**src/rtl/lfsr_seeder.sv**
```systemverilog
// Seedable Fibonacci LFSR with a byte-serial, MSB-first snapshot dump port.
// A synchronous clear, a seed load and a dump request share the cycle
// with stepping. Priority is rst > lfsr_load > dump > en.
module lfsr_seeder #(
   parameter int unsigned        WIDTH        = 64,
   parameter logic [WIDTH-1:0]   TAPS         = 64'hD800_0000_0000_0000,
   parameter logic [WIDTH-1:0]   DEFAULT_SEED = WIDTH'(1)
) (
   input  logic             clk,
   input  logic             reset,
   input  logic             rst,
   input  logic             en,
   input  logic             lfsr_load,
   input  logic [WIDTH-1:0] seed,
   input  logic             dump,
   input  logic             out_ready,
   output logic             out_valid,
   output logic [7:0]       out_data,
   output logic             out_last,
   output logic [WIDTH-1:0] lfsr_q,
   output logic             busy,
   output logic             zero_fix
);

   // WIDTH is expected to be a multiple of 8 and at least 16.
   localparam int unsigned NBYTES = WIDTH / 8;
   localparam int unsigned IDX_W  = (NBYTES > 1) ? $clog2(NBYTES) : 1;
   localparam logic [IDX_W-1:0] LAST_IDX = IDX_W'(NBYTES - 1);

   typedef enum logic {
      IDLE = 1'b0,
      DUMP = 1'b1
   } state_t;

   state_t             state, state_nxt;
   logic [1:0]         rst_sync;
   logic               rst_n_int;
   logic [WIDTH-1:0]   step_val;
   logic [WIDTH-1:0]   lfsr_nxt;
   logic [WIDTH-1:0]   snap, snap_nxt;
   logic [IDX_W-1:0]   idx, idx_nxt;
   logic               valid_nxt;
   logic [7:0]         data_nxt;
   logic               last_nxt;
   logic               zf_nxt;

   // Byte i of v, counted from the most significant byte.
   function automatic logic [7:0] byte_sel(input logic [WIDTH-1:0] v,
                                           input logic [IDX_W-1:0] i);
      logic [WIDTH-1:0] sh;
      sh = v << {i, 3'b000};
      return sh[WIDTH-1 -: 8];
   endfunction

   // Reset synchroniser: asserts immediately, releases on the second edge.
   always_ff @(posedge clk or negedge reset) begin
      if (!reset) rst_sync <= 2'b00;
      else        rst_sync <= {rst_sync[0], 1'b1};
   end

   assign rst_n_int = rst_sync[1];

   // One Fibonacci step; a degenerate all-zero result falls back to the seed.
   always_comb begin
      step_val = {lfsr_q[WIDTH-2:0], ^(lfsr_q & TAPS)};
      if (step_val == '0) step_val = DEFAULT_SEED;
   end

   // Next-state and datapath decode in priority order.
   always_comb begin
      state_nxt = state;
      lfsr_nxt  = lfsr_q;
      snap_nxt  = snap;
      idx_nxt   = idx;
      valid_nxt = out_valid;
      data_nxt  = out_data;
      last_nxt  = out_last;
      zf_nxt    = zero_fix;

      if (rst) begin
         lfsr_nxt  = DEFAULT_SEED;
         zf_nxt    = 1'b0;
         valid_nxt = 1'b0;
         last_nxt  = 1'b0;
         data_nxt  = 8'h00;
         idx_nxt   = '0;
         state_nxt = IDLE;
      end else if (lfsr_load) begin
         if (seed == '0) begin
            lfsr_nxt = DEFAULT_SEED;
            zf_nxt   = 1'b1;
         end else begin
            lfsr_nxt = seed;
         end
         valid_nxt = 1'b0;
         last_nxt  = 1'b0;
         idx_nxt   = '0;
         state_nxt = IDLE;
      end else begin
         if (en) lfsr_nxt = step_val;
         case (state)
            IDLE: begin
               if (dump) begin
                  snap_nxt  = lfsr_q;
                  idx_nxt   = '0;
                  data_nxt  = byte_sel(lfsr_q, IDX_W'(0));
                  last_nxt  = (LAST_IDX == IDX_W'(0));
                  valid_nxt = 1'b1;
                  state_nxt = DUMP;
               end
            end
            DUMP: begin
               if (out_valid && out_ready) begin
                  if (idx == LAST_IDX) begin
                     valid_nxt = 1'b0;
                     last_nxt  = 1'b0;
                     state_nxt = IDLE;
                  end else begin
                     idx_nxt  = idx + IDX_W'(1);
                     data_nxt = byte_sel(snap, idx_nxt);
                     last_nxt = (idx_nxt == LAST_IDX);
                  end
               end
            end
            default: state_nxt = IDLE;
         endcase
      end
   end

   // State and output registers.
   always_ff @(posedge clk or negedge rst_n_int) begin
      if (!rst_n_int) begin
         state     <= IDLE;
         lfsr_q    <= DEFAULT_SEED;
         snap      <= '0;
         idx       <= '0;
         out_valid <= 1'b0;
         out_data  <= 8'h00;
         out_last  <= 1'b0;
         busy      <= 1'b0;
         zero_fix  <= 1'b0;
      end else begin
         state     <= state_nxt;
         lfsr_q    <= lfsr_nxt;
         snap      <= snap_nxt;
         idx       <= idx_nxt;
         out_valid <= valid_nxt;
         out_data  <= data_nxt;
         out_last  <= last_nxt;
         busy      <= (state_nxt == DUMP);
         zero_fix  <= zf_nxt;
      end
   end

endmodule

```
**config.mk**
```make
export PLATFORM = sky130hd
export DESIGN_NAME = lfsr_seeder
export DESIGN_NICKNAME = d
export VERILOG_FILES = /design/src/rtl/lfsr_seeder.sv
export SDC_FILE = /design/constraint.sdc
export NUM_CORES = 1
export LEC_CHECK = 0
export BUFFER_PORTS_ARGS = -buffer_cell sky130_fd_sc_hd__buf_2
export CORE_ASPECT_RATIO = 0.8
export CORE_MARGIN = 2
export CORE_UTILIZATION = 60
export DETAILED_ROUTE_END_ITERATION = 7
export GPL_TIMING_DRIVEN = 0
export PLACE_DENSITY = 0.86
export SLEW_MARGIN = 20
export SYNTH_ARGS = -nofsm -noshare
export SYNTH_HDL_FRONTEND = slang
export SYNTH_SLANG_ARGS = --single-unit
```
**constraint.sdc**
```tcl
create_clock -name clk -period 7.5 [get_ports clk]
set_input_delay 0.75 -clock clk [delete_from_list [all_inputs] [get_ports clk]]
set_output_delay 0.75 -clock clk [all_outputs]
set_load 0.005 [all_outputs]
```
== Word-level counts from Yosys, hierarchy flattened ==
Index checks and enable logic that the tools add are counted.

* Register bits after elaboration: 145
* Bits of input ports: 71
* Output and inout bits: 76
* Word-level logic and storage cells: 75

* $add $sub $neg: 1
* Equal/unequal tests: 10
* Shift operators: 1
* Mux-type cells: 38
* Bitwise gates (word level): 3
* Reduce and logical (&&, ||, !) cells: 13

{| class="wikitable"
|+ Operator list
! kind !! count
|-
| two-way mux 64 bit || 5
|-
| logical NOT 64 bit || 2
|-
| parity 64 bit || 1
|-
| left shift 64 x 6 -> 64 bit || 1
|-
| two-way mux 8 bit || 5
|-
| two-way mux 1 bit || 18
|-
| one-hot mux 8 bit (2 select lines) || 1
|-
| two-way mux 3 bit || 5
|-
| != test 4 x 3 -> 1 bit (second input constant) || 2
|-
| != test 4 bit (second input constant) || 2
|-
| AND reduction 4 bit || 2
|-
| equality test 3 bit (second input constant) || 2
|-
| != test 3 bit (second input constant) || 2
|-
| one-hot mux 1 bit (2 select lines) || 3
|-
| one-hot mux 3 bit (2 select lines) || 1
|-
| AND reduction 3 bit || 2
|-
| AND reduction 2 bit || 2
|-
| nonzero test 2 bit || 2
|-
| adder 3 x 1 -> 3 bit (second input constant) || 1
|-
| != test 3 x 2 -> 1 bit (second input constant) || 1
|-
| NOT 1 bit || 3
|-
| nonzero test 3 bit || 1
|-
| != test 2 bit (second input constant) || 1
|-
| logical AND 1 bit || 1
|}

== Depth between registers and ports, before layout ==
Gate-level depths: netlist of run 1.

* Depth in word-level cells: 7
* Gate-level depth with buffers: 11
* Gate-level depth less buffers: 7

== Worst setup path after synthesis of run 1 ==
OpenSTA, ideal clock, no wires.

* Kind: register to register
* From: register idx[0]
* To: register out_data[2]
* Setup time: 136 ps
* Arrival time: 1990 ps
* Data required time: 7364 ps
* Setup slack: 5374 ps
* Stages on the path, launching flop included: 12
* Buffers on the path: 4
* Period minus slack after synthesis: 2126 ps
* Cells stage by stage: dfrtp_1 -> buf_6 -> buf_12 -> inv_1 -> ha_1 -> clkbuf_1 -> buf_4 -> mux4_2 -> mux2i_1 -> nand2_1 -> o211ai_1 -> a21oi_1

* Word-level cells in the longest chain between the ends: 7
* Elaborated cells between the ends (all ways): 10
* Classes of those cells: 1 x add/sub; 2 x eq/ne; 1 x shift; 5 x mux; 1 x reduce/logical

{| class="wikitable"
|+ Ends and longest elaborated chain
! element !! line !! source
|-
| start, declared || 41 || <nowiki>logic [IDX_W-1:0] idx, idx_nxt;</nowiki>
|-
| start signal, assigned || 146 || <nowiki>idx <= idx_nxt;</nowiki>
|-
| adder 3 x 1 -> 3 bit || 119 || <nowiki>idx_nxt = idx + IDX_W'(1);</nowiki>
|-
| left shift 64 x 6 -> 64 bit || 51 || <nowiki>sh = v << {i, 3'b000};</nowiki>
|-
| two-way mux 8 bit || 114 || <nowiki>if (idx == LAST_IDX) begin</nowiki>
|-
| two-way mux 8 bit || 113 || <nowiki>if (out_valid && out_ready) begin</nowiki>
|-
| one-hot mux 8 bit (2 select lines) || 101 || <nowiki>case (state)</nowiki>
|-
| two-way mux 8 bit || 88 || <nowiki>end else if (lfsr_load) begin</nowiki>
|-
| two-way mux 8 bit || 80 || <nowiki>if (rst) begin</nowiki>
|-
| end signal, assigned || 148 || <nowiki>out_data <= data_nxt;</nowiki>
|-
| end, declared || 18 || <nowiki>output logic [7:0] out_data,</nowiki>
|}

Several ways; a longest one is shown, not always the timed one. The select of a mux whose other input is x is not followed.
A chain may end at the register's enable or synchronous reset.

== Worst setup path after layout of run 1 ==
* From: register idx[0]
* To: register out_data[6]

The elaborated chain is that of the path after synthesis.

==> results of run 1 <==
## metrics by stage
stage          worst slack [ns]  hold slack, ns  util, %  area (um^2)
2_1_floorplan             3.163          0.3312        -         7223
3_3_place_gp              1.880          0.3388    69.83         8134
3_5_place_dp              4.804          0.2703    70.33         8193
4_1_cts                   4.820         0.09643    75.52         8797
5_1_grt                   4.654         0.09608    75.52         8797
6_report                  4.755          0.1002    75.52         8797
## worst paths after layout
check	slack [ns]	startpoint	end	depth (start not counted)
setup / recovery	4.75	idx[0]	out_data[6]	11
hold / removal	0.10	reset	rst_sync[0]	1
setup reg to reg	4.75	idx[0]	out_data[6]	11
hold reg to reg	0.26	rst_sync[1]	lfsr_q[29]	0
max in group asynchronous	6.56	rst_sync[1]	lfsr_q[0]	1
min in group clk	0.36	rst_sync[0]	rst_sync[1]	0
## metal layers
| layer | part of all wire [%] | GRT usage, % | wire length, um | vias to the layer above |
|---|---|---|---|---|
| met2 | 47 | 56.38 | 10520 | 418 |
| met1 | 40 | 49.74 | 8977 | 3164 |
| li1 | - | - | - | 2684 |
| met3 | 9.8 | 7.068 | 2202 | 77 |
| met4 | 3.4 | 16.15 | 763 | 0 |
| met5 | 0 | 0 | 0 | - |
## cells by family after synthesis
| kind of cell | Yosys count | share of synthesized area [%] |
|---|---|---|
| and+or+nand+nor | 215 | 13.48 |
| adders and majority gates | 3 | 0.5197 |
| other | 1 | 0.05192 |
| DFF | 145 | 50.25 |
| muxes | 149 | 25.00 |
| xor gates and xnor gates | 4 | 0.4850 |
| buffers and inverters | 46 | 3.412 |
| AOI/OAI and AO/OA | 91 | 6.808 |
## cells in the mapped netlist
master,n
o22ai_1,3
nand3_1,4
nor3b_1,1
mux4_1,9
nor2b_1,3
a2bb2oi_1,3
buf_4,8
ha_1,3
nand4b_1,1
buf_2,10
nand2b_1,1
or2_2,1
a21oi_1,78
o211ai_1,6
nand2b_4,1
mux2_2,60
clkbuf_1,22
buf_12,1
inv_1,2
a2111o_1,1
mux2i_1,69
dfrtp_1,144
nor3_1,3
nand2_1,19
mux2_1,4
nor2_8,1
buf_6,2
conb_1,1
nand4_1,8
xnor2_1,4
or2_1,1
mux4_2,7
and2_4,1
dfstp_2,1
buf_1,1
nor4_1,33
nor2_1,137
## registers in the layout, summed over array words and instances (netlist names)
signal     cells
lfsr_q        64
snap          64
out_data       8
idx            3
rst_sync       2
out_last       1
out_valid      1
state          1
zero_fix       1
## power groups by stage
stage,Combinational (W),Sequential [W],Clock (W)
after floorplan,0.000160,0.000914,0
after global placement,0.000236,0.000939,0
after detailed placement,0.000262,0.000934,0
after CTS,0.000267,0.000924,0.000868
after global routing,0.000290,0.000933,0.000906
final,0.000270,0.000929,0.000868
## cell type report
class / count / area share (%)
flip-flops and latches: 145 / 41.30
multi-input cells: 463 / 38.05
repair buffers: 147 / 8.875
clock buffers: 21 / 5.348
plain buffers: 44 / 2.717
well taps: 148 / 2.105
clock inverters: 10 / 1.522
inverters: 2 / 0.08534
==> impl_metrics.tcl, run 1 <==
set metrics [dict create \
    vdd_drop_max_mv 0.1824 \
    cts_buffers 17 \
    pwr-share-comb_pct 13.1 \
    cp.required_ns 7.78 \
    port_buffers 145 \
    worstPathArrival_ns 3.02 \
    clock-root-buffer "clkbuf_16" \
    drive_gt1_share_pct 32.57 \
    hold_viol_final 0 \
    critical-path-slowest-cell "clkbuf_1" \
    cap_viol_max_count 0 \
    synthToLayoutAreaGrowth_pct 21.79 \
    finalPower_w 0.002066 \
    grt_max_degree 61 \
    overflow 0 \
    post-route-period-util_pct 36.60 \
    synth_area_leader_cell "dfrtp_1" \
    ys_seq_area_share_pct 50.25 \
    synth_area_leaders "dfrtp_1 (50%), mux2i_1 (9.6%), mux2_2 (9.4%)" \
    worstSetupStartpointType "register" \
    cts_max_level 4 \
    routabilityCongestion 0.9616 \
    setup_violations 0 \
    ant_nets 0 \
    path_class "reg2reg" \
    path_cells "buf_6, buf_12, inv_1, ha_1, clkbuf_1, buf_4, mux4_2, mux2i_1, nand2_1, o211ai_1, a21oi_1" \
    switching_share_pct 26.03 \
    skew_ns 0.006747 \
    die_w_um 126.7 \
    wirelength_um 22460 \
    clkSlewWorstSetupHoldPaths_ns 0.06 \
    p_switching_w 0.0005378 \
    nFillCells 755 \
    wl_per_cell_um 22.92 \
    layout.cells.non_filler 980 \
    die-height_um 102.1 \
    avgSynthCellArea_um2 11.04 \
    synth_cells 654 \
    globalRouteTotalUtil_pct 35.93 \
    grt_pass1_wl_um 34670 \
    tns_ns 0 \
    intPower_w 0.001528 \
    cp_num_buf_inv 5 \
    clock_sink_count 145 \
    endpoint_kind "register" \
    row_count 35 \
    ys_ff_latch 145 \
    hold_class "in2async" \
    syn-cell-area_um2 7223 \
    coreArea_um2 11650 \
    antenna_found_initial 0 \
    layout_common_cells "buf_2 (155), dfrtp_1 (143), nor2_1 (137), a21oi_1 (78), mux2i_1 (69)" \
    dp_cells 949 \
    clock_latency_ns 0.43 \
    final_common_cell "buf_2" \
    p_leak_nw 4.385 \
    synth_nets 728 \
    fin_nets 894 \
    cts_hold_buffers 0 \
    dr.pass1.iters 6 \
    initial_core_util_pct 62.01 \
    clockPowerShare_pct 42.0 \
    min_period_ns 2.745 \
    clockBufferDepth 2 \
    worst_slew_pin_slew_ns 0.7424 \
    via_per_inst 6.472 \
    maxSlewViolCount 0 \
    power_density_nw_per_um2 234.9 \
    ios 147 \
    multiInputGateArea_um2 3347 \
    dieArea_um2 12940 \
    rsz0062_at_grt "false" \
    first_global_vias 6187 \
    status "complete, no violations" \
    seqPwrFrac_pct 45.0 \
    cts_tree "yes" \
    path_max_fanout 10 \
    max_freq_ghz 0.3643 \
    yosys_warnings 0 \
    insertedDiodeCount 0 \
    drc 0 \
    seq_area_um2 3633 \
    yosysUniqueCellTypes 37 \
    synth_top_area_share_pct 49.89 \
    drt_iter0_drc 630 \
    postCtsSetupRepairBufs 0 \
    crit_family "buffers and inverters" \
    hpwl_um 15920 \
    relSlewSlack_pct 50.05 \
    vias 6343 \
    cpPeakStageDelay_ns 0.39 \
    postCtsResizedCells 0 \
]
No activity file was read; power rests on OpenSTA's default activity.
==> inputs of run 2 (changes only) <==
- CORE_UTILIZATION: 60 -> 55
- PLACE_DENSITY: 0.86 -> 0.8
- clock period: 7.5 -> 2.7 ns (I/O delays scaled with it)
==> run 2 against run 1 <==
Global-route usage shrank 3.6 points. Setup slack lost 4.6 ns. Wire length shrank 1.7%. Maximum frequency grew 8.3%. Critical path type unchanged.
==> impl_metrics.tcl, run 2 (synthesis gave the netlist of run 1 again) <==
set metrics [dict create \
    antenna_found_initial 0 \
    p_switching_w 0.001522 \
    maxSlewViolCount 0 \
    via_per_inst 6.105 \
    p_leak_nw 4.413 \
    wl_per_cell_um 21.90 \
    top_regs "lfsr_q (64), snap (64), out_data (8)" \
    vdd_drop_max_mv 0.4973 \
    hold_viol_final 0 \
    grt_pass1_wl_um 34240 \
    initial_core_util_pct 56.33 \
    worst_slew_pin_slew_ns 0.7791 \
    switching_share_pct 25.61 \
    cts_buffers 17 \
    dieArea_um2 14070 \
    power_density_nw_per_um2 668.3 \
    cp.required_ns 2.98 \
    dr.pass1.iters 5 \
    routabilityCongestion 0.9099 \
    overflow 0 \
    globalRouteTotalUtil_pct 32.34 \
    max_freq_ghz 0.3946 \
    clockBufferDepth 2 \
    min_period_ns 2.534 \
    r2r_cells 10 \
    rsz0062_at_grt "false" \
    nFillCells 930 \
    intPower_w 0.004421 \
    cap_viol_max_count 0 \
    cts_tree "yes" \
    path_class "reg2reg" \
    setup_slack_ns 0.1657 \
    clockPowerShare_pct 44.2 \
    multiInputGateArea_um2 3347 \
    final_util_pct 69.34 \
    worstSetupStartpointType "register" \
    clkSlewWorstSetupHoldPaths_ns 0.06 \
    drc 0 \
    grt_max_degree 53 \
    endpoint_kind "register" \
    place_ws_ns 0.03211 \
    fin_nets 894 \
    path_max_fanout 10 \
    ant_nets 0 \
    seq_area_um2 3633 \
    synthToLayoutAreaGrowth_pct 23.11 \
    die-height_um 106.5 \
    min-delay-start "seed[21]" \
    cts_max_level 4 \
    seqPwrFrac_pct 43.3 \
    r2r_setup_slack_ns 0.17 \
    hold_path_end "lfsr_q[21]" \
    layout_common_cells "buf_2 (155), dfrtp_1 (143), nor2_1 (137), a21oi_1 (78), mux2i_1 (69)" \
    hold_slack_ns 0.09979 \
    drive_gt1_share_pct 32.77 \
    hold_class "in2reg" \
    row_count 37 \
    relSlewSlack_pct 47.58 \
    vias 6154 \
    skew_ns 0.009112 \
    min_path_cells 3 \
    postCtsSetupRepairBufs 0 \
    postCtsResizedCells 0 \
    status "complete, no violations" \
    ios 147 \
    wirelength_um 22070 \
    coreArea_um2 12820 \
    clock_sink_count 145 \
    clock_latency_ns 0.43 \
    post-route-period-util_pct 93.86 \
    hpwl_um 15920 \
    first_global_vias 6201 \
    insertedDiodeCount 0 \
    r2r_start "idx[0]" \
    die_w_um 132.1 \
    clock-root-buffer "clkbuf_16" \
    port_buffers 145 \
    drt_iter0_drc 642 \
    worstReg2RegEnd "out_data[6]" \
    pwr-share-comb_pct 12.5 \
    worstPathArrival_ns 2.81 \
    setup_violations 0 \
    final_common_cell "buf_2" \
]
run 2: cell types whose count changed in the layout (fill, tap and decap cells not counted), sizes merged:
cell and change:
bufinv +2, clkbuf -3, clkinv -1, dlygate4sd3 +1
inv +2
run 2: stage by stage:
stage	cell area, um^2	instances	TNS [ns]	power [W]
2_1_floorplan	7224	654	0	0.002982
3_3_place_gp	8169	974	-61.80	0.003271
3_5_place_dp	8227	976	0	0.003322
4_1_cts	8896	1009	0	0.005941
5_1_grt	8892	1008	0	0.006123
6_report	8892	1008	0	0.005943
run 2: power by group through the flow:
stage               clock [W]  sequential, W  combinational, W
floorplan                   0        0.00254          0.000444
detailed placement          0        0.00260          0.000725
global route          0.00273        0.00259          0.000802
CTS                   0.00264        0.00256          0.000736
global placement            0        0.00261          0.000660
finish                0.00263        0.00258          0.000741
run 2: routing by layer:
metal	share of wire (%)	routed length (um)	global-route usage [%]
met1	43	9486	45.29
met4	2.6	574	12.50
met2	45	9944	48.33
met3	9.4	2068	8.870
met5	0	0	0
run 2: layout make-up:
cell class	count	share of cell area, %
Timing Repair Buffer	148	8.893
Multi-Input combinational cell	463	37.64
Clock buffer	19	5.094
Inverter	2	0.08442
Sequential cell	145	40.86
Clock inverter	13	2.322
Tap cell	175	2.462
Buffer	43	2.645
run 2: worst max path at each step:
stage	slack, ns	from	depth (start not counted)	end
after global routing	0.02	idx[0]	10	out_data[6]
after CTS	0.03	idx[0]	11	out_data[6]
final	0.17	idx[0]	10	out_data[6]
after global placement	-0.45	rst_sync[1]	0	out_data[5]
after floorplan	0.29	rst_sync[1]	0	idx[0]
after detailed placement	0.03	idx[0]	11	out_data[6]
run 2: critical path: stages, from the launching register on:
cell and delay (ns):
dfrtp_1 0.38, buf_6 0.17, buf_12 0.16, inv_1 0.09, ha_1 0.50, buf_4 0.27
mux4_2 0.31, mux2i_1 0.23, nand2_1 0.09, o211ai_1 0.09, a21oi_1 0.09
run 2: what timing repair did:
item	4_1_cts	5_1_grt
hold buffers	1	0
setup endpoints to repair	0	5
endpoints found under the hold margin	2	0
